==> src/rtl/vx_tcu_drl_exp_align_if.sv <==
// Handshake and data bundle for the DRL exponent-alignment stage.
// slave: the alignment stage itself; master: the upstream/downstream side.
interface vx_tcu_drl_exp_align_if #(
    parameter int N     = 2,
    parameter int EXP_W = 10,
    parameter int WA    = 28,
    parameter int TAG_W = 8
);
    localparam int TCK  = 2 * N;
    localparam int NT   = TCK + 1;
    localparam int SH_W = $clog2(WA + 1);

    logic                  valid_in;
    logic                  ready_in;
    logic [NT*EXP_W-1:0]   raw_exp_y;
    logic [TAG_W-1:0]      tag_in;
    logic                  valid_out;
    logic                  ready_out;
    logic [EXP_W-1:0]      max_exp;
    logic [NT*SH_W-1:0]    shift_amt;
    logic [NT-1:0]         zero_mask;
    logic                  all_zero;
    logic [TAG_W-1:0]      tag_out;

    modport master (
        output valid_in, raw_exp_y, tag_in, ready_out,
        input  ready_in, valid_out, max_exp, shift_amt, zero_mask, all_zero, tag_out
    );

    modport slave (
        input  valid_in, raw_exp_y, tag_in, ready_out,
        output ready_in, valid_out, max_exp, shift_amt, zero_mask, all_zero, tag_out
    );
endinterface

==> src/rtl/vx_tcu_drl_exp_align.sv <==
// Exponent-alignment stage of the DRL FEDP datapath.
// S1 registers the raw exponents and their signed maximum; S2 registers the
// per-term right-shift amounts (saturated to WA), the zero mask and all_zero.
// Elastic 2-deep pipeline, valid/ready on both sides, no skid buffer.
module vx_tcu_drl_exp_align #(
    parameter int N     = 2,
    parameter int EXP_W = 10,
    parameter int WA    = 28,
    parameter int TAG_W = 8
) (
    input  logic                    clk,
    input  logic                    reset,
    vx_tcu_drl_exp_align_if.slave   bus
);
    localparam int TCK    = 2 * N;
    localparam int NT     = TCK + 1;
    localparam int SH_W   = $clog2(WA + 1);
    localparam int LEAVES = 1 << $clog2(NT);

    localparam logic [EXP_W-1:0] EXP_NEG_INF = {1'b1, {(EXP_W-1){1'b0}}};
    localparam logic [SH_W-1:0]  SH_SAT      = SH_W'(WA);
    localparam logic [EXP_W:0]   DIFF_SAT    = (EXP_W+1)'(WA);

    // Balanced pairwise signed-max tree; unused leaves padded with NEG_INF so
    // they can never win.
    function automatic logic [EXP_W-1:0] max_tree(input logic [NT*EXP_W-1:0] raw);
        logic signed [EXP_W-1:0] node [1:2*LEAVES-1];
        for (int unsigned i = 0; i < NT; i++) begin
            node[LEAVES+i] = raw[i*EXP_W +: EXP_W];
        end
        for (int unsigned i = NT; i < LEAVES; i++) begin
            node[LEAVES+i] = EXP_NEG_INF;
        end
        for (int unsigned k = LEAVES - 1; k >= 1; k--) begin
            node[k] = (node[2*k] >= node[2*k+1]) ? node[2*k] : node[2*k+1];
        end
        return node[1];
    endfunction

    logic                  s1_valid_q;
    logic [NT*EXP_W-1:0]   s1_exp_q;
    logic [TAG_W-1:0]      s1_tag_q;
    logic [EXP_W-1:0]      s1_max_q;
    logic [EXP_W-1:0]      s1_max_d;

    logic                  s2_valid_q;
    logic [EXP_W-1:0]      s2_max_q,  s2_max_d;
    logic [NT*SH_W-1:0]    s2_sh_q,   s2_sh_d;
    logic [NT-1:0]         s2_zm_q,   s2_zm_d;
    logic                  s2_az_q,   s2_az_d;
    logic [TAG_W-1:0]      s2_tag_q;

    logic [EXP_W-1:0]      s2_e;
    logic [EXP_W:0]        s2_diff;

    logic                  s2_adv;
    logic                  rdy_in;
    logic                  s1_load;
    logic                  s2_load;

    // Handshake: S2 can take new data when empty or draining; S1 likewise.
    always_comb begin
        s2_adv  = ~s2_valid_q | bus.ready_out;
        rdy_in  = ~s1_valid_q | s2_adv;
        s1_load = bus.valid_in & rdy_in;
        s2_load = s1_valid_q & s2_adv;
    end

    // S1 next-state: maximum over all incoming terms.
    always_comb begin
        s1_max_d = max_tree(bus.raw_exp_y);
    end

    // S2 next-state: difference is taken one bit wider so it cannot wrap.
    always_comb begin
        s2_sh_d = '0;
        s2_zm_d = '0;
        s2_e    = '0;
        s2_diff = '0;
        for (int unsigned i = 0; i < NT; i++) begin
            s2_e       = s1_exp_q[i*EXP_W +: EXP_W];
            s2_diff    = {s1_max_q[EXP_W-1], s1_max_q} - {s2_e[EXP_W-1], s2_e};
            s2_zm_d[i] = (s2_e == EXP_NEG_INF);
            if (s2_zm_d[i] || (s2_diff >= DIFF_SAT)) begin
                s2_sh_d[i*SH_W +: SH_W] = SH_SAT;
            end else begin
                s2_sh_d[i*SH_W +: SH_W] = s2_diff[SH_W-1:0];
            end
        end
        s2_az_d  = &s2_zm_d;
        s2_max_d = s2_az_d ? EXP_NEG_INF : s1_max_q;
    end

    // Stage 1 registers: capture accepted step, valid tracks acceptance.
    always_ff @(posedge clk or posedge reset) begin
        if (reset) begin
            s1_valid_q <= 1'b0;
            s1_exp_q   <= '0;
            s1_tag_q   <= '0;
            s1_max_q   <= EXP_NEG_INF;
        end else begin
            if (rdy_in) begin
                s1_valid_q <= bus.valid_in;
            end
            if (s1_load) begin
                s1_exp_q <= bus.raw_exp_y;
                s1_tag_q <= bus.tag_in;
                s1_max_q <= s1_max_d;
            end
        end
    end

    // Stage 2 registers: result held while the consumer stalls.
    always_ff @(posedge clk or posedge reset) begin
        if (reset) begin
            s2_valid_q <= 1'b0;
            s2_max_q   <= EXP_NEG_INF;
            s2_sh_q    <= '0;
            s2_zm_q    <= '0;
            s2_az_q    <= 1'b0;
            s2_tag_q   <= '0;
        end else begin
            if (s2_adv) begin
                s2_valid_q <= s1_valid_q;
            end
            if (s2_load) begin
                s2_max_q <= s2_max_d;
                s2_sh_q  <= s2_sh_d;
                s2_zm_q  <= s2_zm_d;
                s2_az_q  <= s2_az_d;
                s2_tag_q <= s1_tag_q;
            end
        end
    end

    assign bus.ready_in  = rdy_in;
    assign bus.valid_out = s2_valid_q;
    assign bus.max_exp   = s2_max_q;
    assign bus.shift_amt = s2_sh_q;
    assign bus.zero_mask = s2_zm_q;
    assign bus.all_zero  = s2_az_q;
    assign bus.tag_out   = s2_tag_q;
endmodule
==> src/flat_wrapper.sv <==
// flat-port wrapper written by rule: the top's interface ports become plain ports
module vx_tcu_drl_exp_align_flat 
#(
    parameter int N     = 2,
    parameter int EXP_W = 10,
    parameter int WA    = 28,
    parameter int TAG_W = 8
)
  (clk, reset, bus_valid_in, bus_raw_exp_y, bus_tag_in, bus_ready_out, bus_ready_in, bus_valid_out, bus_max_exp, bus_shift_amt, bus_zero_mask, bus_all_zero, bus_tag_out);
  vx_tcu_drl_exp_align_if #(.N(N), .EXP_W(EXP_W), .WA(WA), .TAG_W(TAG_W)) bus_i ();
  input  logic clk;
  input  logic reset;
  input wire logic [$bits(bus_i.valid_in)-1:0] bus_valid_in;
  input wire logic [$bits(bus_i.raw_exp_y)-1:0] bus_raw_exp_y;
  input wire logic [$bits(bus_i.tag_in)-1:0] bus_tag_in;
  input wire logic [$bits(bus_i.ready_out)-1:0] bus_ready_out;
  output wire logic [$bits(bus_i.ready_in)-1:0] bus_ready_in;
  output wire logic [$bits(bus_i.valid_out)-1:0] bus_valid_out;
  output wire logic [$bits(bus_i.max_exp)-1:0] bus_max_exp;
  output wire logic [$bits(bus_i.shift_amt)-1:0] bus_shift_amt;
  output wire logic [$bits(bus_i.zero_mask)-1:0] bus_zero_mask;
  output wire logic [$bits(bus_i.all_zero)-1:0] bus_all_zero;
  output wire logic [$bits(bus_i.tag_out)-1:0] bus_tag_out;
  assign bus_i.valid_in = bus_valid_in;
  assign bus_i.raw_exp_y = bus_raw_exp_y;
  assign bus_i.tag_in = bus_tag_in;
  assign bus_i.ready_out = bus_ready_out;
  assign bus_ready_in = bus_i.ready_in;
  assign bus_valid_out = bus_i.valid_out;
  assign bus_max_exp = bus_i.max_exp;
  assign bus_shift_amt = bus_i.shift_amt;
  assign bus_zero_mask = bus_i.zero_mask;
  assign bus_all_zero = bus_i.all_zero;
  assign bus_tag_out = bus_i.tag_out;
  vx_tcu_drl_exp_align #(.N(N), .EXP_W(EXP_W), .WA(WA), .TAG_W(TAG_W)) u_core (.clk(clk), .reset(reset), .bus(bus_i));
endmodule
==> config.mk <==
export PLATFORM = sky130hd
export DESIGN_NAME = vx_tcu_drl_exp_align_flat
export DESIGN_NICKNAME = d
export VERILOG_FILES = /design/src/rtl/vx_tcu_drl_exp_align_if.sv /design/src/rtl/vx_tcu_drl_exp_align.sv /design/src/flat_wrapper.sv
export SDC_FILE = /design/constraint.sdc
export NUM_CORES = 1
export LEC_CHECK = 0
export CAP_MARGIN = 25
export CELL_PAD_IN_SITES_DETAIL_PLACEMENT = 0
export CELL_PAD_IN_SITES_GLOBAL_PLACEMENT = 1
export CORE_ASPECT_RATIO = 0.8
export CORE_MARGIN = 2
export CORE_UTILIZATION = 43
export DETAILED_ROUTE_END_ITERATION = 12
export GPL_TIMING_DRIVEN = 0
export PLACE_DENSITY = 0.84
export SLEW_MARGIN = 10
export SYNTH_ARGS = -nofsm -noshare
export SYNTH_HDL_FRONTEND = slang
export SYNTH_SLANG_ARGS = --single-unit
==> constraint.sdc <==
create_clock -name clk -period 4.5 [get_ports clk]
set_input_delay 0.9 -clock clk [delete_from_list [all_inputs] [get_ports clk]]
set_output_delay 0.9 -clock clk [all_outputs]
set_load 0.1 [all_outputs]
==> metrics.txt <==
Hold Violations, Final=0; Ys Warns=0; syn avg cell area=just under 9 sq um; CP Launch Type=input port; Max-Cap Viols=0; DR vias=around 8100; Residual DRC=0; routed wl met3=between 2000 and 2500 um; Least-Margin Pin Slew=a little over 1000 ps; Filler cells=1564; pwr/cell area=621 nW/um^2; first-pass iteration count of the detailed router=5; Sink Count=119; slowest stage delay, CP=370 ps; Die ar.=20800 sq um; Worst VDD drop=0.358 mV; Pins Over Slew Limit=0; met1 wire length=13200 um; FF-to-FF End=u_core.bus.shift_amt[14]; number of port buffers=112; slowest CP cell=mux2i_1; clock slew at reported path FFs=60 ps; post-synthesis cell area=8430 sq um; met2 wire len=11900 um; ys flop type=dfrtp_1; DPL Wire Length=about 20000 um; most frequent cells in the layout=nand2_1 (155), dfrtp_1 (117), inv_1 (83); worst hold path class=reg -> reg; Static Leak=5.19 nW; vias per cell=5.66; clock latency on the worst-skew pair=430 ps; Nets=between 1000 and 1500; Final Setup Violations=10; number of H-tree levels=4; Placer Congestion=0.911; Die W=161 um; status=complete, but fails checks; DR iter-0 viols=837; total I/O pin count=roughly 110; CTS buffer count=17; Synth-to-Final Area Change=39.3%; vias in the first global route=between 7000 and 8000; post-route antenna net violation count=0; CORE AREA=about 19000 sq um; row count=45; failing checks=setup timing; syn nets=1131; Min-Delay Startpoint=u_core.s1_tag_q[1]; setup slack, reg-to-reg=just under 1000 ps; most common cell after layout, fill and taps aside=nand2_1; Tcrit/Tclk final=1.26; largest net degree at the start of global routing=78; final setup TNS=-11090 ps; Initial Util=0.442; Overflow after GRT=0; critical path class=in -> reg; CTS max path bufs=2; top routing layer in use=met4; ANT cells=0; post-DR wirelength/cell=19.4 um; synth unique cells=62; Crit. End Element=register; Worst Setup EP=u_core.s1_max_q[4]; CP Max Fanout=5; crit-path most repeated cell=buf_6; fin crit period=5660 ps; Detailed Route WL=27800 um; Post-Syn Instances=974; R2R depth=9; worst r2r src=u_core.s1_max_q[1]; RSZ-0062 raised after global routing=true; CP arrival=about 5900 ps; Seq cells post-synth=119; first-pass GRT wire length=42500 um; total global-route track usage=0.268; number of flops mapped to enable cells by yosys=0; Max Fclk=around 0.18 GHz; Slew HR=0.306; initial antenna violation count=0; CTS tree=done; crit path from=bus_raw_exp_y[22]; asr flop ratio synth=1.00; Die Height=~130 um; Seq/Total Area, Yosys=0.353; Root Driver=clkbuf_16; final hold slack=around 470 ps; Clock Skew=9.22 ps; Power Total=7.29 mW; Setup WS post-layout=-1160 ps; share of cells above drive strength 1=0.206; Place WS=-2140 ps; CP Data Required Time=about 4800 ps
## power breakdown
group	switching [mW]	internal (mW)	leakage, nW
sequential	0.292	1.27	1.43
clock	0.521	0.985	0.310
combinational	2.54	1.68	3.45
## cell type report
type	count	area [sq um]	share of cell area
plain buffers	33	168	0.0143
multi-input cells	726	5700	0.485
well taps	258	323	0.0275
flip-flops and latches	119	2980	0.254
repair buffers	170	1550	0.132
clock inverters	15	226	0.0193
inverters	97	379	0.0323
clock buffers	17	425	0.0362
## state kept, by name, indices dropped and copies added (netlist names)
name,count
u_core.bus.valid_out,1
u_core.bus.shift_amt,25
u_core.s1_tag_q,8
u_core.bus.max_exp,10
u_core.s1_max_q,10
u_core.s1_valid_q,1
u_core.bus.all_zero,1
u_core.s1_exp_q,50
u_core.bus.tag_out,8
u_core.bus.zero_mask,5
## critical path: cells and delay by family
family | cells | cell delay [ps]
AOI/OAI and AO/OA | 8 | 1330
buffers and inverters | 5 | 850
adders and majority gates | 3 | 840
and+or+nand+nor | 6 | 890
muxes | 4 | 1110
## repair_timing
action	4_1_cts	5_1_grt
pin swaps	33	33
buffers inserted	36	18
gates cloned	4	1
endpoints found under the setup margin	10	10
gates resized for setup	231	71
hold buffers	0	0
## worst min-delay path by stage
stage	cells past startpoint	end	slack, ps
CTS	2	u_core.bus.tag_out[1]	460
finish	2	u_core.bus.tag_out[1]	470
detailed placement	2	u_core.bus.tag_out[1]	450
global route	1	u_core.bus.zero_mask[1]	490
global placement	2	u_core.bus.tag_out[6]	450
floorplan	2	u_core.bus.tag_out[0]	440
## cells in the mapped netlist, types with 4 or more instances
library cell	n	area, sq um
o31ai_1	6	45.0
nand2b_1	14	87.6
dfrtp_1	117	2930
o2111ai_1	4	35.0
nor2_1	40	150
mux2i_1	34	340
o22a_1	13	114
nor2b_1	24	150
fa_1	5	100
buf_2	5	25.0
nor3_1	15	75.1
a31oi_1	10	62.6
nand2_1	157	589
ha_1	90	1130
xnor2_1	10	87.6
and2_1	5	31.3
nand3_1	9	45.0
a21o_1	11	82.6
o22ai_1	4	25.0
o41ai_1	4	35.0
clkbuf_1	25	93.8
nor4_1	11	68.8
o31a_1	7	61.3
o221ai_1	11	96.3
or3_1	5	31.3
a211oi_1	9	67.6
a21oi_1	54	270
xor2_1	7	61.3
inv_1	97	364
o21a_1	19	143
nand4_1	9	56.3
o21ai_0	85	425
o211ai_1	8	60.1
## cells by family (layout without fill, tap and decap cells)
family / after synthesis / after routing / synth area share
buffers and inverters: 130 / 332 / 0.0586
DFF: 119 / 119 / 0.353
adders and majority gates: 95 / 95 / 0.145
AOI/OAI and AO/OA: 272 / 272 / 0.214
muxes: 36 / 36 / 0.0430
and+or+nand+nor: 305 / 306 / 0.168
xor gates and xnor gates: 17 / 17 / 0.0177
## metrics by stage
| stage | cell area (sq um) | utilization | instances |
|---|---|---|---|
| after floorplan | 8580 | - | 974 |
| after global placement | 10000 | 0.525 | 1344 |
| after detailed placement | 10100 | 0.527 | 1345 |
| after CTS | 11400 | 0.597 | 1417 |
| after global routing | 11700 | 0.615 | 1435 |
| final | 11700 | 0.615 | 1435 |
## routing by layer
metal	GRT usage	vias up
met1	0.396	3874
met4	0.0832	0
met5	0	-
met2	0.400	345
met3	0.0461	40
li1	-	3865
Note: power is estimated with default switching activity, not from simulation.
